**config.mk**
```make
export PLATFORM = sky130hd
export DESIGN_NAME = hazard_ctrl_flat
export DESIGN_NICKNAME = d
export VERILOG_FILES = /design/src/rtl/hazard_ctrl_if.sv /design/src/rtl/hazard_ctrl.sv /design/src/flat_wrapper.sv
export SDC_FILE = /design/constraint.sdc
export NUM_CORES = 1
export LEC_CHECK = 0
export BUFFER_PORTS_ARGS = -buffer_cell sky130_fd_sc_hd__buf_4
export CORE_MARGIN = 3
export CORE_UTILIZATION = 39
export DETAILED_ROUTE_END_ITERATION = 10
export GPL_TIMING_DRIVEN = 0
export PLACE_DENSITY = 0.81
export SYNTH_ARGS = -nofsm -noshare
export SYNTH_HDL_FRONTEND = slang
export SYNTH_SLANG_ARGS = --single-unit
```
**constraint.sdc**
```tcl
create_clock -name clk -period 1.66 [get_ports clk]
set_input_delay 0.083 -clock clk [delete_from_list [all_inputs] [get_ports clk]]
set_output_delay 0.083 -clock clk [all_outputs]
set_load 0.1 [all_outputs]
```
**src/rtl/hazard_ctrl_if.sv**
```systemverilog
// Hazard-controller signal bundle: pipeline status into the controller, pipeline controls out.
// The pipeline side is the master; the controller is the slave.
interface hazard_ctrl_if;
    logic [4:0] ID_Rs;
    logic [4:0] ID_Rt;
    logic       ID_UsesRt;
    logic       ID_Jump;
    logic       EX_MemRead;
    logic [4:0] EX_Rt;
    logic       EX_BranchTaken;
    logic       MemBusy;
    logic       Irq;
    logic       IrqEnable;
    logic       PCWrite;
    logic       IF_ID_Write;
    logic       IF_ID_Flush;
    logic       ID_EX_Flush;
    logic       PipeHold;
    logic       EPCWrite;
    logic       ExcPCSel;
    logic       IrqAck;
    logic [1:0] State;

    modport master (
        output ID_Rs, ID_Rt, ID_UsesRt, ID_Jump, EX_MemRead, EX_Rt,
               EX_BranchTaken, MemBusy, Irq, IrqEnable,
        input  PCWrite, IF_ID_Write, IF_ID_Flush, ID_EX_Flush, PipeHold,
               EPCWrite, ExcPCSel, IrqAck, State
    );

    modport slave (
        input  ID_Rs, ID_Rt, ID_UsesRt, ID_Jump, EX_MemRead, EX_Rt,
               EX_BranchTaken, MemBusy, Irq, IrqEnable,
        output PCWrite, IF_ID_Write, IF_ID_Flush, ID_EX_Flush, PipeHold,
               EPCWrite, ExcPCSel, IrqAck, State
    );
endinterface

```
**src/rtl/hazard_ctrl.sv**
```systemverilog
// Hazard and sequencing controller for the 5-stage pipeline: stalls, flushes, memory freezes
// and the drain/vector sequence that enters the exception handler on an enabled interrupt.
module hazard_ctrl #(
    parameter int DRAIN_CYCLES = 2
) (
    input  logic        clk,
    input  logic        reset,
    hazard_ctrl_if.slave hz
);

    localparam int CNT_W = (DRAIN_CYCLES < 1) ? 1 : $clog2(DRAIN_CYCLES + 1);
    localparam logic [CNT_W-1:0] CNT_LOAD = CNT_W'(DRAIN_CYCLES - 1);
    localparam logic [CNT_W-1:0] CNT_ZERO = {CNT_W{1'b0}};
    localparam logic [CNT_W-1:0] CNT_ONE  = CNT_W'(1);

    typedef enum logic [1:0] {
        ST_RUN    = 2'd0,
        ST_DRAIN  = 2'd1,
        ST_VECTOR = 2'd2
    } state_t;

    state_t           state_r;
    state_t           state_s;
    logic [CNT_W-1:0] cnt_r;
    logic [CNT_W-1:0] cnt_s;
    logic             irq_block_r;
    logic             irq_block_s;

    logic load_use_s;
    logic irq_take_s;
    logic pc_write_s;
    logic ifid_write_s;
    logic ifid_flush_n_s;
    logic idex_flush_n_s;
    logic pipe_hold_s;
    logic epc_write_s;
    logic exc_sel_s;
    logic irq_ack_s;

    // The load's destination must be a real register; r0 never creates a dependency.
    assign load_use_s = hz.EX_MemRead && (hz.EX_Rt != 5'd0) &&
                        ((hz.EX_Rt == hz.ID_Rs) || (hz.ID_UsesRt && (hz.EX_Rt == hz.ID_Rt)));

    assign irq_take_s = hz.Irq && hz.IrqEnable && !irq_block_r && !hz.MemBusy &&
                        !hz.EX_BranchTaken && !load_use_s;

    // Sequencer state, drain counter and the one-cycle interrupt lockout after VECTOR.
    always_ff @(posedge clk or posedge reset) begin
        if (reset) begin
            state_r     <= ST_RUN;
            cnt_r       <= CNT_ZERO;
            irq_block_r <= 1'b0;
        end else begin
            state_r     <= state_s;
            cnt_r       <= cnt_s;
            irq_block_r <= irq_block_s;
        end
    end

    // Next-state and pipeline control decode; reset forces the quiescent control values.
    always_comb begin
        state_s        = state_r;
        cnt_s          = cnt_r;
        irq_block_s    = 1'b0;
        pc_write_s     = 1'b0;
        ifid_write_s   = 1'b0;
        ifid_flush_n_s = 1'b1;
        idex_flush_n_s = 1'b1;
        pipe_hold_s    = 1'b0;
        epc_write_s    = 1'b0;
        exc_sel_s      = 1'b0;
        irq_ack_s      = 1'b0;
        if (reset) begin
            state_s = ST_RUN;
            cnt_s   = CNT_ZERO;
        end else begin
            case (state_r)
                ST_RUN: begin
                    if (hz.MemBusy) begin
                        pipe_hold_s = 1'b1;
                    end else if (hz.EX_BranchTaken) begin
                        pc_write_s     = 1'b1;
                        ifid_write_s   = 1'b1;
                        ifid_flush_n_s = 1'b0;
                        idex_flush_n_s = 1'b0;
                    end else if (load_use_s) begin
                        idex_flush_n_s = 1'b0;
                    end else if (irq_take_s) begin
                        // A jump in ID is squashed here so EPC captures the jump's own PC.
                        epc_write_s    = 1'b1;
                        ifid_flush_n_s = 1'b0;
                        idex_flush_n_s = 1'b0;
                        state_s        = ST_DRAIN;
                        cnt_s          = CNT_LOAD;
                    end else if (hz.ID_Jump) begin
                        pc_write_s     = 1'b1;
                        ifid_write_s   = 1'b1;
                        ifid_flush_n_s = 1'b0;
                    end else begin
                        pc_write_s   = 1'b1;
                        ifid_write_s = 1'b1;
                    end
                end
                ST_DRAIN: begin
                    ifid_flush_n_s = 1'b0;
                    idex_flush_n_s = 1'b0;
                    if (hz.MemBusy) begin
                        pipe_hold_s = 1'b1;
                    end else if (cnt_r == CNT_ZERO) begin
                        state_s = ST_VECTOR;
                    end else begin
                        cnt_s = cnt_r - CNT_ONE;
                    end
                end
                ST_VECTOR: begin
                    pc_write_s     = 1'b1;
                    exc_sel_s      = 1'b1;
                    irq_ack_s      = 1'b1;
                    ifid_flush_n_s = 1'b0;
                    state_s        = ST_RUN;
                    cnt_s          = CNT_ZERO;
                    irq_block_s    = 1'b1;
                end
                default: begin
                    state_s = ST_RUN;
                    cnt_s   = CNT_ZERO;
                end
            endcase
        end
    end

    assign hz.PCWrite     = pc_write_s;
    assign hz.IF_ID_Write = ifid_write_s;
    assign hz.IF_ID_Flush = ifid_flush_n_s;
    assign hz.ID_EX_Flush = idex_flush_n_s;
    assign hz.PipeHold    = pipe_hold_s;
    assign hz.EPCWrite    = epc_write_s;
    assign hz.ExcPCSel    = exc_sel_s;
    assign hz.IrqAck      = irq_ack_s;
    assign hz.State       = state_r;

endmodule

```
**src/flat_wrapper.sv**
```systemverilog
// flat-port wrapper written by rule: the top's interface ports become plain ports
module hazard_ctrl_flat 
#(
    parameter int DRAIN_CYCLES = 2
)
  (clk, reset, hz_ID_Rs, hz_ID_Rt, hz_ID_UsesRt, hz_ID_Jump, hz_EX_MemRead, hz_EX_Rt, hz_EX_BranchTaken, hz_MemBusy, hz_Irq, hz_IrqEnable, hz_PCWrite, hz_IF_ID_Write, hz_IF_ID_Flush, hz_ID_EX_Flush, hz_PipeHold, hz_EPCWrite, hz_ExcPCSel, hz_IrqAck, hz_State);
  hazard_ctrl_if hz_i ();
  input  logic clk;
  input  logic reset;
  input wire logic [$bits(hz_i.ID_Rs)-1:0] hz_ID_Rs;
  input wire logic [$bits(hz_i.ID_Rt)-1:0] hz_ID_Rt;
  input wire logic [$bits(hz_i.ID_UsesRt)-1:0] hz_ID_UsesRt;
  input wire logic [$bits(hz_i.ID_Jump)-1:0] hz_ID_Jump;
  input wire logic [$bits(hz_i.EX_MemRead)-1:0] hz_EX_MemRead;
  input wire logic [$bits(hz_i.EX_Rt)-1:0] hz_EX_Rt;
  input wire logic [$bits(hz_i.EX_BranchTaken)-1:0] hz_EX_BranchTaken;
  input wire logic [$bits(hz_i.MemBusy)-1:0] hz_MemBusy;
  input wire logic [$bits(hz_i.Irq)-1:0] hz_Irq;
  input wire logic [$bits(hz_i.IrqEnable)-1:0] hz_IrqEnable;
  output wire logic [$bits(hz_i.PCWrite)-1:0] hz_PCWrite;
  output wire logic [$bits(hz_i.IF_ID_Write)-1:0] hz_IF_ID_Write;
  output wire logic [$bits(hz_i.IF_ID_Flush)-1:0] hz_IF_ID_Flush;
  output wire logic [$bits(hz_i.ID_EX_Flush)-1:0] hz_ID_EX_Flush;
  output wire logic [$bits(hz_i.PipeHold)-1:0] hz_PipeHold;
  output wire logic [$bits(hz_i.EPCWrite)-1:0] hz_EPCWrite;
  output wire logic [$bits(hz_i.ExcPCSel)-1:0] hz_ExcPCSel;
  output wire logic [$bits(hz_i.IrqAck)-1:0] hz_IrqAck;
  output wire logic [$bits(hz_i.State)-1:0] hz_State;
  assign hz_i.ID_Rs = hz_ID_Rs;
  assign hz_i.ID_Rt = hz_ID_Rt;
  assign hz_i.ID_UsesRt = hz_ID_UsesRt;
  assign hz_i.ID_Jump = hz_ID_Jump;
  assign hz_i.EX_MemRead = hz_EX_MemRead;
  assign hz_i.EX_Rt = hz_EX_Rt;
  assign hz_i.EX_BranchTaken = hz_EX_BranchTaken;
  assign hz_i.MemBusy = hz_MemBusy;
  assign hz_i.Irq = hz_Irq;
  assign hz_i.IrqEnable = hz_IrqEnable;
  assign hz_PCWrite = hz_i.PCWrite;
  assign hz_IF_ID_Write = hz_i.IF_ID_Write;
  assign hz_IF_ID_Flush = hz_i.IF_ID_Flush;
  assign hz_ID_EX_Flush = hz_i.ID_EX_Flush;
  assign hz_PipeHold = hz_i.PipeHold;
  assign hz_EPCWrite = hz_i.EPCWrite;
  assign hz_ExcPCSel = hz_i.ExcPCSel;
  assign hz_IrqAck = hz_i.IrqAck;
  assign hz_State = hz_i.State;
  hazard_ctrl #(.DRAIN_CYCLES(DRAIN_CYCLES)) u_core (.clk(clk), .reset(reset), .hz(hz_i));
endmodule
```
==> impl_metrics.env, run 1 <==
export IMPL_outcome="aborted with a tool error"
export IMPL_lastStage="5_1_grt"
export IMPL_firstError="[ERROR DPL-0038] Utilization greater than 100%, impossible to legalize"
export IMPL_synth_area_leaders="dfrtp_1 20%, xnor2_1 14%, ha_1 10%"
export IMPL_synth_cell_types=29
export IMPL_portBuffers=33
export IMPL_synth_async_reset_ratio=1.00
export IMPL_gp_congestion=0.861
export IMPL_synth_edf_count=0
export IMPL_avgSynthCellArea_um2=8.15
export IMPL_synth_seq_cells=5
export IMPL_synthTopCellsByCount="10 x xnor2_1, 8 x nand2_1, 7 x inv_1"
export IMPL_ys_warn_count=0
export IMPL_dpl_cell_area_um2=995
export IMPL_synthFlopType="dfrtp_1"
export IMPL_synth_area_leader_cell="dfrtp_1"
export IMPL_dpl_hpwl_mm=1.52
export IMPL_rows=13
export IMPL_clockBufferDepth=2
export IMPL_syn_num_nets=105
export IMPL_cts_sinks=5
export IMPL_io_pins=34
export IMPL_yosys_area_top_type_share=0.202
export IMPL_die_h_um=45.9
export IMPL_syn_area_um2=619
export IMPL_worstEndpointType="top-level output"
export IMPL_syn_inst=76
export IMPL_yosysMostFrequentCell="xnor2_1"
export IMPL_grt_start_max_net_pins=7
export IMPL_numCtsBuffers=3
export IMPL_worst_endpoint="hz_ID_EX_Flush"
export IMPL_cts_root_buf="clkbuf_4"
export IMPL_cts_max_level=1
export IMPL_ys_seq_area_frac=0.202
export IMPL_die_w_um=45.9
export IMPL_start_util=0.443
-- logic make-up after synthesis --
family	Yosys count	synth area share
compound gates	22	0.285
xor+xnor	10	0.141
buf+inv	8	0.0546
fa+ha+maj	5	0.101
simple gates	26	0.216
flops	5	0.202
-- what timing repair did --
action / 4_1_cts
hold buffers: 1
pin swaps: 11
endpoints found under the setup margin: 9
buffers inserted: 13
endpoints found under the hold margin: 5
resized for setup: 41
-- through the flow --
stage | setup slack [ns] | TNS (ns) | util | std cells | hold WS [ns]
floorplan | -0.521 | -2.54 | - | 76 | -0.114
global placement | -0.188 | -0.414 | 0.711 | 124 | 0.0925
detailed placement | -0.223 | -0.555 | 0.711 | 124 | 0.0971
CTS | -0.126 | -0.484 | 0.928 | 142 | 0.0904
==> run 2, diff against run 1 <==
--- a/config.mk
+++ b/config.mk
@@ -6,11 +6,11 @@
 export NUM_CORES = 1
 export LEC_CHECK = 0
 export BUFFER_PORTS_ARGS = -buffer_cell sky130_fd_sc_hd__buf_4
-export CORE_MARGIN = 3
-export CORE_UTILIZATION = 39
+export CORE_AREA = 3 3 64 66
 export DETAILED_ROUTE_END_ITERATION = 10
+export DIE_AREA = 0 0 67 69
 export GPL_TIMING_DRIVEN = 0
-export PLACE_DENSITY = 0.81
+export PLACE_DENSITY_LB_ADDON = 0.15
 export SYNTH_ARGS = -nofsm -noshare
 export SYNTH_HDL_FRONTEND = slang
 export SYNTH_SLANG_ARGS = --single-unit
==> constraint.sdc (replaced) <==
create_clock -name clk -period 2.2 [get_ports clk]
set_input_delay 0.11 -clock clk [delete_from_list [all_inputs] [get_ports clk]]
set_output_delay 0.11 -clock clk [all_outputs]
set_load 0.1 [all_outputs]
==> run 2 against run 1 <==
Net effect:
- the run now ends clean
- synthesized cell count did not move
- synthesized area stayed put
==> impl_metrics.env, run 2 <==
export IMPL_clockBufferDepth=2
export IMPL_start_util=0.170
export IMPL_cts_root_buf="clkbuf_8"
export IMPL_die_w_um=67
export IMPL_layout_setup_ws_ns=0.168
export IMPL_dpl_cell_area_um2=978
export IMPL_synthFlopType="dfrtp_1"
export IMPL_hold_path_class="in2reg"
export IMPL_syn_num_nets=105
export IMPL_hold_violations=0
export IMPL_switchingPower_uw=720
export IMPL_regArea_um2=133
export IMPL_holdWs_ns=0.290
export IMPL_gp_congestion=0.719
export IMPL_max_slew_margin=0.459
export IMPL_grt_pass1_vias=673
export IMPL_p_clk_frac=0.132
export IMPL_antenna_found_initial=0
export IMPL_numCtsBuffers=3
export IMPL_final_area_mm2=0.00104
export IMPL_fmax_mhz=492
export IMPL_synthTopCellsByCount="10 x xnor2_1, 8 x nand2_1, 7 x inv_1"
export IMPL_worstSetupPathType="reg2out"
export IMPL_grt_start_max_net_pins=9
export IMPL_p_seq_frac=0.130
export IMPL_coreArea_mm2=0.00363
export IMPL_end_kind="primary output"
export IMPL_combPwrFrac=0.738
export IMPL_vias=682
export IMPL_synth_area_leader_cell="dfrtp_1"
export IMPL_nets=144
export IMPL_synth_async_reset_ratio=1.00
export IMPL_io_pins=34
export IMPL_totalWireLength_mm=1.82
export IMPL_cts_clk_slew_worst_paths_ns=0.03
export IMPL_dr_pass1_iters=4
export IMPL_internal_power_uw=540
export IMPL_multi_input_area_um2=507
export IMPL_drv_slew=0
export IMPL_mostFrequentLayoutCells="34 x buf_4, 10 x xnor2_1, 8 x nand2_1"
export IMPL_drtAntennaViolNets=0
export IMPL_rsz0062_at_grt="false"
export IMPL_setup_viol=0
export IMPL_syn_inst=76
export IMPL_portBuffers=33
export IMPL_dpl_hpwl_mm=1.56
export IMPL_diodes=0
export IMPL_post_drt_wl_per_cell_um=11.3
export IMPL_required_ns=2.09
export IMPL_mostFrequentLayoutCell="buf_4"
export IMPL_place_worst_setup_slack_ns=0.0488
export IMPL_yosysMostFrequentCell="xnor2_1"
export IMPL_p_per_area_mw_per_mm2=1210
export IMPL_ys_warn_count=0
export IMPL_cts_max_level=1
export IMPL_rrSetupSlack_ns=0.26
export IMPL_outcome="complete, no violations"
export IMPL_synth_cell_types=29
export IMPL_yosys_area_top_type_share=0.202
export IMPL_skew_ns=0.000842
export IMPL_ir_drop_mv=0.245
export IMPL_cp_arrival_ns=1.92
export IMPL_dp_cells=157
export IMPL_swShare=0.571
export IMPL_p_leak_nw=0.443
export IMPL_cts_tree="built"
export IMPL_gr_total_overflow=0
export IMPL_via_per_inst=4.21
export IMPL_tightest_slew_ns=0.805
export IMPL_drc_errors=0
export IMPL_ys_seq_area_frac=0.202
export IMPL_post_cts_setup_buffers=0
export IMPL_drt_iter0_markers=21
export IMPL_avgSynthCellArea_um2=8.15
export IMPL_fin_cells=162
export IMPL_synth_area_leaders="dfrtp_1 20%, xnor2_1 14%, ha_1 10%"
export IMPL_die_h_um=69
export IMPL_synth_edf_count=0
export IMPL_min_period_ns=2.03
export IMPL_synth_seq_cells=5
export IMPL_die_area_mm2=0.00462
export IMPL_track_usage=0.0825
export IMPL_rows=22
export IMPL_syn2layout_area_growth_pct=68.3
export IMPL_cp_max_fo=4
export IMPL_fillers=405
export IMPL_clkLatencyLatePin_ns=0.22
export IMPL_cap_violations=0
export IMPL_syn_area_um2=619
export IMPL_drive_above_1_share=0.465
export IMPL_cts_sinks=5
export IMPL_start_kind="register"
export IMPL_grt_first_pass_wirelength_mm=2.95
export IMPL_min_period_over_period=0.924
run 2: cell counts after synthesis:
No cell type changed its count.
run 2: final timing paths:
path | from | end | depth (start not counted)
max in group asynchronous | reset | u_core.hz.State[0]$_DFFE_PP0P_ | 3
min in group asynchronous | reset | u_core.hz.State[1]$_DFFE_PP0P_ | 3
hold reg to reg | u_core.cnt_r[1]$_DFFE_PP0P_ | u_core.cnt_r[1]$_DFFE_PP0P_ | 2
setup reg to reg | u_core.hz.State[1]$_DFFE_PP0P_ | u_core.hz.State[1]$_DFFE_PP0P_ | 7
setup / recovery | u_core.irq_block_r$_DFF_PP0_ | hz_IF_ID_Flush | 4
hold / removal | hz_MemBusy | u_core.cnt_r[0]$_DFFE_PP0P_ | 3
run 2: area by class of cell:
class,count,area share
Buffer,1,0.00720
Multi-Input combinational cell,63,0.486
Clock buffer,4,0.0432
Tap cell,48,0.0576
Inverter,7,0.0312
Sequential cell,5,0.127
Timing Repair Buffer,34,0.247
run 2: through the flow:
| stage | utilization | total power [mW] | TNS, ns |
|---|---|---|---|
| final | 0.287 | 1.26 | 0 |
| after detailed placement | 0.269 | 1.09 | 0 |
| after floorplan | - | 0.890 | -0.0348 |
| after global routing | 0.287 | 1.34 | 0 |
| after global placement | 0.269 | 1.09 | 0 |
| after CTS | 0.285 | 1.28 | 0 |
run 2: power groups by stage:
stage                     clock network (mW)  registers [mW]  logic [mW]
after floorplan                            0           0.266       0.624
after global placement                     0           0.164       0.929
after detailed placement                   0           0.164       0.925
after CTS                              0.172           0.165       0.938
after global routing                   0.177           0.170       0.991
final                                  0.167           0.164       0.930
run 2: worst max-delay path, cell delays in order, from the launching register on:
cell and delay (ns):
dfrtp_1 0.37, nor4_1 0.70, o21ai_0 0.16, o211a_1 0.24, buf_4 0.23
run 2: cells by family after synthesis:
kind of cell / share of synthesized area
buf+inv: 0.0546
flops: 0.202
xor+xnor: 0.141
simple gates: 0.216
fa+ha+maj: 0.101
compound gates: 0.285
run 2: metal layers:
| layer | track usage | wire length, µm |
|---|---|---|
| met1 | 0.0959 | 697 |
| met2 | 0.143 | 993 |
| met3 | 0.0261 | 123 |
| met4 | 0.0203 | 10 |
| met5 | 0 | 0 |
run 2: repair_timing:
action | CTS | global route
hold endpoints to repair | 5 | 0
setup endpoints to repair | 2 | 2
resized for setup | 1 | 2
hold buffers | 1 | 0
No activity file was read; power rests on OpenSTA's default activity.
==> run 3, diff against run 2 <==
--- a/config.mk
+++ b/config.mk
@@ -5,6 +5,8 @@
 export SDC_FILE = /design/constraint.sdc
 export NUM_CORES = 1
 export LEC_CHECK = 0
+export ABC_AREA = 1
+export ABC_CLOCK_PERIOD_IN_PS = 2200
 export BUFFER_PORTS_ARGS = -buffer_cell sky130_fd_sc_hd__buf_4
 export CORE_AREA = 3 3 64 66
 export DETAILED_ROUTE_END_ITERATION = 10
==> run 3 against run 2 <==
Net effect:
- flip-flop and latch count is the same
- global-route usage is 0.10 points higher
- core utilization rose by 1.1 points
- synthesized area rose by 13%
- non-clock buffer count did not move
- sequential share of layout area is 0.92 points lower
- via count rose by 16%
- count of clock-buffer cells in the layout stayed put
- worst setup slack better by 0.10 ns
- critical path depth grew 5
==> impl_metrics.env, run 3 <==
export IMPL_grt_first_pass_wirelength_mm=3.05
export IMPL_outcome="complete, no violations"
export IMPL_syn_num_nets=155
export IMPL_yosys_area_top_type_share=0.252
export IMPL_post_cts_setup_buffers=0
export IMPL_cp_max_fo=7
export IMPL_finalPower_mw=1.15
export IMPL_gr_total_overflow=0
export IMPL_drt_iter0_markers=18
export IMPL_cts_clk_slew_worst_paths_ns=0.04
export IMPL_post_drt_wl_per_cell_um=8.67
export IMPL_nets=194
export IMPL_worstSetupPathType="reg2out"
export IMPL_worstHoldEndpoint="u_core.cnt_r[1]$_DFFE_PP0P_"
export IMPL_rsz0062_at_grt="false"
export IMPL_avgSynthCellArea_um2=5.55
export IMPL_drc_errors=0
export IMPL_min_period_ns=1.93
export IMPL_rows=22
export IMPL_cap_violations=0
export IMPL_synth_area_leaders="nand2_1 25%, dfrtp_1 18%, inv_1 15%"
export IMPL_required_ns=2.09
export IMPL_ys_seq_area_frac=0.179
export IMPL_yosysMostFrequentCell="nand2_1"
export IMPL_min_period_over_period=0.878
export IMPL_grt_start_max_net_pins=8
export IMPL_ir_drop_mv=0.527
export IMPL_fmax_mhz=518
export IMPL_synthTopCellsByCount="47 x nand2_1, 28 x inv_1, 16 x nor2_1"
export IMPL_synthFlopType="dfrtp_1"
export IMPL_p_per_area_mw_per_mm2=1070
export IMPL_synth_seq_cells=5
export IMPL_die_area_mm2=0.00462
export IMPL_totalWireLength_mm=1.84
export IMPL_holdWs_ns=0.278
export IMPL_synth_cell_types=16
export IMPL_vias=792
export IMPL_slowest_stage="dfrtp_2"
export IMPL_cts_max_level=1
export IMPL_portBuffers=33
export IMPL_gp_congestion=0.713
export IMPL_antenna_found_initial=0
export IMPL_tightest_slew_ns=0.281
export IMPL_place_worst_setup_slack_ns=0.476
export IMPL_reg2reg_depth=9
export IMPL_synth_async_reset_ratio=1.00
export IMPL_syn_inst=126
export IMPL_reg2reg_from="u_core.hz.State[0]$_DFFE_PP0P_"
export IMPL_end_kind="primary output"
export IMPL_drtAntennaViolNets=0
export IMPL_syn2layout_area_growth_pct=54.6
export IMPL_start_util=0.192
export IMPL_crit_top_cell="inv_1"
export IMPL_via_per_inst=3.74
export IMPL_cts_tree="built"
export IMPL_mostFrequentLayoutCell="nand2_1"
export IMPL_fin_util=0.298
export IMPL_crit_chain="inv_1 -> ha_1 -> inv_1 -> nor2_4 -> inv_1 -> nand2_1 -> nand2_4 -> inv_1 -> buf_4"
export IMPL_drive_above_1_share=0.323
export IMPL_crit_path_max_incr_delay_ns=0.42
export IMPL_ys_warn_count=0
export IMPL_syn_area_um2=699
export IMPL_numCtsBuffers=3
export IMPL_layout_setup_ws_ns=0.268
export IMPL_worst_r2r_endpoint="u_core.cnt_r[0]$_DFFE_PP0P_"
export IMPL_clockBufferDepth=2
export IMPL_grt_pass1_vias=775
export IMPL_synth_area_leader_cell="nand2_1"
export IMPL_max_slew_margin=0.814
export IMPL_hold_path_class="in2reg"
export IMPL_die_h_um=69
export IMPL_diodes=0
export IMPL_dr_pass1_iters=4
export IMPL_cts_sinks=5
export IMPL_track_usage=0.0836
export IMPL_hold_violations=0
export IMPL_clkLatencyLatePin_ns=0.22
export IMPL_hold_path_depth=4
export IMPL_cp_arrival_ns=1.82
export IMPL_setup_viol=0
export IMPL_die_w_um=67
export IMPL_drv_slew=0
export IMPL_coreArea_mm2=0.00363
export IMPL_cts_root_buf="clkbuf_8"
export IMPL_p_leak_nw=0.672
export IMPL_rrSetupSlack_ns=0.68
export IMPL_skew_ns=0.000835
export IMPL_mostFrequentLayoutCells="47 x nand2_1, 34 x buf_4, 28 x inv_1"
export IMPL_dpl_hpwl_mm=1.59
export IMPL_start_kind="register"
export IMPL_min_from="hz_MemBusy"
export IMPL_synth_edf_count=0
export IMPL_io_pins=34
-- run 3: worst max-delay path by stage --
stage / from / endpoint / slack [ns]
floorplan: u_core.hz.State[0]$_DFFE_PP0P_ / hz_PCWrite / -0.000002
global placement: u_core.hz.State[0]$_DFFE_PP0P_ / hz_PipeHold / 0.50
detailed placement: u_core.hz.State[0]$_DFFE_PP0P_ / hz_PipeHold / 0.48
CTS: u_core.hz.State[0]$_DFFE_PP0P_ / hz_PipeHold / 0.24
global route: u_core.hz.State[1]$_DFFE_PP0P_ / hz_PipeHold / 0.14
finish: u_core.hz.State[0]$_DFFE_PP0P_ / hz_PipeHold / 0.27
-- run 3: worst max-delay path, delay by kind of cell (launching register included) --
kind                     cells  cell delay [ns]
buffers and inverters        5             0.62
adder cells (fa/ha/maj)      1             0.22
flip-flops                   1             0.42
AND/OR/NAND/NOR              3             0.34
-- run 3: kinds of logic (layout without fill, tap and decap cells) --
family / Yosys count / in the layout / share of synthesized area
AO/OA/AOI/OAI: 5 / 5 / 0.0394
buffers and inverters: 32 / 70 / 0.177
flip-flops: 5 / 5 / 0.179
adder cells (fa/ha/maj): 5 / 5 / 0.0894
AND/OR/NAND/NOR: 78 / 78 / 0.503
XOR/XNOR: 1 / 1 / 0.0125
-- run 3: layout make-up --
class                   instances  area, µm²
multi-input cells              89        467
well taps                      48       60.1
plain buffers                   1       7.51
flip-flops and latches          5        128
clock buffers                   4       45.0
fillers                       407       2550
repair buffers                 34        258
inverters                      31        116
-- run 3: layer usage --
metal  vias to the layer above  GRT usage  wire length (µm)  part of all wire
met1                       327      0.101               838              0.46
li1                        443          -                 -                 -
met3                         2     0.0163               112             0.061
met5                         -          0                 0                 0
met4                         0     0.0338                24             0.013
met2                        20      0.141               862              0.47
-- run 3: power breakdown --
part	total [mW]	switching [mW]	internal [mW]
combinational	0.828	0.616	0.213
sequential	0.151	0.0255	0.126
clock	0.172	0.0475	0.125
total	1.15	0.689	0.463
-- run 3: what timing repair did --
item	4_1_cts	5_1_grt
endpoints found under the hold margin	5	0
hold buffers	1	0
resized for setup	0	0
-- run 3: per-stage QoR --
step	TNS [ns]	std cells	cell area [µm²]
after floorplan	-0.00000178	126	718
after global placement	0	207	1030
after detailed placement	0	207	1030
after CTS	0	212	1080
after global routing	0	212	1080
final	0	212	1080
